`src/rtl/fifo_block_reader.sv`:
```
// Pops words from a FIFO into a wide block (first word in the MSBs) and holds it until accepted.
// Defining FIFO_BLOCK_READER_FLUSH_EN adds a flush input that emits a partially filled block.
module fifo_block_reader #(
    parameter int unsigned DATA_SIZE   = 8,
    parameter int unsigned BLOCK_WORDS = 16,
    localparam int unsigned CW = $clog2(BLOCK_WORDS) + 1,
    localparam int unsigned IW = (BLOCK_WORDS > 1) ? $clog2(BLOCK_WORDS) : 1
) (
    input  logic                             clk,
    input  logic                             reset,
    input  logic                             fifo_empty,
    input  logic [DATA_SIZE-1:0]             fifo_data,
    output logic                             fifo_read,
    output logic [DATA_SIZE*BLOCK_WORDS-1:0] block_out,
    output logic                             block_valid,
    input  logic                             block_ready,
`ifdef FIFO_BLOCK_READER_FLUSH_EN
    input  logic                             flush,
`endif
    output logic [CW-1:0]                    word_count
);

    typedef enum logic {StFill, StHold} state_t;

    state_t                                  state_q;
    logic [CW-1:0]                           cnt_q;
    logic [CW-1:0]                           cnt_inc;
    logic [BLOCK_WORDS-1:0][DATA_SIZE-1:0]   slots_q;
    logic [IW-1:0]                           wr_idx;
    logic                                    pop;
    logic                                    full_pop;
    logic                                    flush_req;
    logic                                    flush_hit;

`ifdef FIFO_BLOCK_READER_FLUSH_EN
    assign flush_req = flush;
`else
    assign flush_req = 1'b0;
`endif

    // Gated by reset so no word is consumed while the block is being cleared.
    assign pop       = (state_q == StFill) && !fifo_empty && !reset;
    assign fifo_read = pop;
    assign cnt_inc   = cnt_q + CW'(pop);

    // Slot k lives in packed element BLOCK_WORDS-1-k, so the first word lands in the MSBs.
    assign wr_idx    = IW'(BLOCK_WORDS - 1) - cnt_q[IW-1:0];
    assign full_pop  = pop && (cnt_inc == CW'(BLOCK_WORDS));
    assign flush_hit = (state_q == StFill) && flush_req && (cnt_inc != '0);
    assign block_out = slots_q;

    always_ff @(posedge clk or posedge reset) begin
        if (reset) begin
            state_q     <= StFill;
            cnt_q       <= '0;
            slots_q     <= '0;
            block_valid <= 1'b0;
            word_count  <= '0;
        end else begin
            case (state_q)
                StFill: begin
                    if (pop) begin
                        slots_q[wr_idx] <= fifo_data;
                        cnt_q           <= cnt_inc;
                    end
                    if (full_pop || flush_hit) begin
                        state_q     <= StHold;
                        block_valid <= 1'b1;
                        word_count  <= cnt_inc;
                    end
                end
                StHold: begin
                    if (block_ready) begin
                        state_q     <= StFill;
                        cnt_q       <= '0;
                        slots_q     <= '0;
                        block_valid <= 1'b0;
                        word_count  <= '0;
                    end
                end
                default: state_q <= StFill;
            endcase
        end
    end

endmodule

```
`config.mk`:
```
export PLATFORM = sky130hd
export DESIGN_NAME = fifo_block_reader
export DESIGN_NICKNAME = d
export VERILOG_FILES = /design/src/rtl/fifo_block_reader.sv
export SDC_FILE = /design/constraint.sdc
export NUM_CORES = 1
export LEC_CHECK = 0
export BUFFER_PORTS_ARGS = -buffer_cell sky130_fd_sc_hd__clkbuf_2
export CAP_MARGIN = 5
export CORE_MARGIN = 3
export CORE_UTILIZATION = 48
export CTS_CLUSTER_SIZE = 30
export DETAILED_ROUTE_END_ITERATION = 8
export PLACE_DENSITY = 0.79
export SLEW_MARGIN = 30
export SYNTH_ARGS = -nofsm -noshare
export SYNTH_HDL_FRONTEND = slang
export SYNTH_SLANG_ARGS = --single-unit
export TNS_END_PERCENT = 30
```
`constraint.sdc`:
```
create_clock -name clk -period 4.15 [get_ports clk]
set_clock_uncertainty 0.1 [all_clocks]
set_input_delay 0.6225 -clock clk [delete_from_list [all_inputs] [get_ports clk]]
set_output_delay 0.6225 -clock clk [all_outputs]
set_load 0.005 [all_outputs]
```
==> results.json <==
{
  "critPathKind": "reg2out",
  "overflow": 0,
  "synthTopCellsByArea": "dfrtp_1 (60%), a22o_1 (19%), o22ai_4 (4.8%), buf_6 (1.9%), nor4b_4 (1.6%)",
  "num_vias": 4121,
  "status": "finished clean",
  "path_buf_inv": 3,
  "period_share_pct": 69.3,
  "drive_above_1_share_pct": 40.2,
  "required_ns": 3.43,
  "regToRegSetupSlack_ns": 1.37,
  "insertion_delay_ns": 0.40,
  "num-nets-final": 534,
  "gp_congestion": 0.811,
  "synth.avg_cell_area_sq_um": 15.0,
  "yosysTopAreaCell": "dfrtp_1",
  "ir_drop_mv": 0.252,
  "cts_buffers": 17,
  "viasPerCell": 6.11,
  "async_flop_share_pct": 100,
  "cts_tree": "built",
  "whs_ns": 0.243,
  "rows": 39,
  "hold_path_class": "in2async",
  "synthCells": 389,
  "slew_viol_final": 0,
  "grt_pass1_vias": 4083,
  "layout_min_cycle_time_ns": 2.88,
  "clkSinkCount": 140,
  "cts_setup_buffers": 0,
  "worstSetupStartpointType": "register",
  "insertedDiodeCount": 0,
  "synthToLayoutAreaGrowth_pct": 22.2,
  "synth_top_area_share_pct": 60.2,
  "die_x_um": 116,
  "synth-edff-count": 0,
  "p_leak_nw": 3.64,
  "nFillCells": 879,
  "maxCapViolCount": 0,
  "drt_pass1_iterations": 5,
  "cts.clk_slew.worst_paths_ns": 0.06,
  "setup_tns_ns": 0,
  "wl_per_cell_um": 22.3,
  "root_buffer": "clkbuf_16",
  "critPathCaptureType": "primary output",
  "dieHeight_um": 116,
  "ys.flop_type": "dfrtp_1",
  "power-per-cell-area_nw_per_um2": 604,
  "port_buffers": 146,
  "setup.worst_path.end": "fifo_read",
  "ys_seq_elements": 140,
  "syn_area_sq_um": 5820,
  "yosysSeqAreaShare_pct": 60.2,
  "crit_start": "state_q",
  "maxSlewHeadroom_pct": 30.8,
  "dpl.hpwl_um": 9730,
  "grt_antenna_before_repair": 0,
  "h-tree-depth": 4,
  "synth_fp_nets": 403,
  "critPathSlowestCell": "or3_1",
  "r2r-start": "state_q",
  "drc": 0,
  "ys_warn_count": 0,
  "cp.arrival_ns": 2.15,
  "start_util_pct": 50.1,
  "path_cells": "or3_1 -> inv_4 -> buf_4 -> clkbuf_2",
  "synth.distinct_cells": 34,
  "setup_viol": 0,
  "grt_max_degree": 81,
  "final_antenna_net_count": 0,
  "synth_common_cells": "dfrtp_1 (140), a22o_1 (128), o22ai_4 (14)",
  "hold_viol": 0,
  "cp_max_fo": 16,
  "pin_count": 147,
  "drt-initial-drc-count": 347,
  "worst_pin_slew_ns": 1.04,
  "critPathTopFamily": "buffers and inverters",
  "grt_use_total_pct": 22.7,
  "rsz0062_at_grt": "false",
  "r2r-end": "state_q",
  "critPathMaxStageDelay_ns": 0.52,
  "cts_resized": 0,
  "r2r_cells": 7,
  "cts.path.max_buffers": 2,
  "design.core.area_sq_um": 11600,
  "wl_um": 15100,
  "die-area_sq_um": 13500,
  "ctsHoldBuffers": 0,
  "synth.most_common_cell": "dfrtp_1",
  "path_depth": 4,
  "max_freq_mhz": 348,
  "grt_pass1_wl_um": 23300
}
==> state kept, by name, indices dropped and copies added (netlist names) <==
signal and cells:
block_out 128, block_valid 1, cnt_q 5, state_q 1, word_count 5
==> worst reg2reg max path: cells and delay by family, from the launching register on <==
| kind | cells | cell delay, ns |
|---|---|---|
| xor+xnor | 1 | 0.58 |
| flops | 1 | 0.40 |
| fa+ha+maj | 2 | 0.44 |
| buf+inv | 1 | 0.29 |
| compound gates | 1 | 0.27 |
| simple gates | 2 | 0.63 |
==> cells in the final DEF, fill, tap and decap left out, types with 2 or more instances in the layout <==
cell type / count
and4b_1: 4
clkbuf_8: 3
and2_1: 9
a31oi_1: 4
a32o_1: 2
nor4b_4: 4
nor4_4: 2
and4bb_2: 3
a22o_1: 128
nand3_1: 5
o22ai_4: 14
ha_1: 2
dfrtp_1: 139
xor2_1: 2
nor4bb_1: 3
buf_4: 7
nand2_1: 11
clkinv_2: 3
clkbuf_2: 146
clkinv_4: 2
bufinv_16: 5
o22ai_2: 2
clkinvlp_4: 2
clkbuf_16: 17
==> cell families (layout without fill, tap and decap cells) <==
family,after synthesis,in the layout,share of synthesized area (%)
buf+inv,45,188,6.30
compound gates,153,153,25.7
flops,140,140,60.2
simple gates,45,45,6.79
xor+xnor,3,3,0.452
fa+ha+maj,2,2,0.430
mux,1,1,0.172
==> power by group <==
part | switching, mW | internal (mW) | leakage, nW
registers | 0.257 | 1.62 | 1.90
logic | 0.349 | 0.413 | 1.42
clock network | 0.554 | 1.11 | 0.322
total | 1.16 | 3.14 | 3.64
==> layer usage <==
layer | vias to the layer above | share of wire, % | GRT usage, %
li1 | 1781 | - | -
met1 | 2091 | 45 | 32.8
met2 | 230 | 46 | 33.5
met3 | 19 | 7.4 | 5.18
met4 | 0 | 1.8 | 8.89
met5 | - | 0 | 0
==> cell type report <==
| class | count | area [sq um] | area share [%] |
|---|---|---|---|
| Tap cell | 143 | 179 | 2.52 |
| Inverter | 3 | 17.5 | 0.246 |
| Clock buffer | 20 | 467 | 6.56 |
| Multi-Input combinational cell | 204 | 1950 | 27.4 |
| Sequential cell | 140 | 3500 | 49.3 |
| Timing Repair Buffer | 154 | 803 | 11.3 |
| Clock inverter | 11 | 190 | 2.67 |
==> worst min path at each step <==
stage	start	endpoint	slack [ns]	depth (start not counted)
6_report	reset	state_q	0.24	2
5_1_grt	reset	cnt_q[3]	0.29	2
4_1_cts	reset	word_count[4]	0.25	2
3_5_place_dp	block_out[27]	block_out[27]	0.38	1
3_3_place_gp	block_out[75]	block_out[75]	0.38	1
2_1_floorplan	block_valid	block_valid	0.39	1
==> metrics by stage <==
step | cell area (sq um) | util [%] | power (mW) | instances | setup WS [ns]
after floorplan | 5820 | - | 2.29 | 389 | 1.48
after global placement | 6460 | 55.6 | 2.62 | 644 | 1.20
after detailed placement | 6460 | 55.6 | 2.65 | 644 | 1.11
after CTS | 7110 | 61.2 | 4.33 | 675 | 1.25
after global routing | 7110 | 61.2 | 4.48 | 675 | 1.16
final | 7110 | 61.2 | 4.30 | 675 | 1.27
Note: power is estimated with default switching activity, not from simulation.
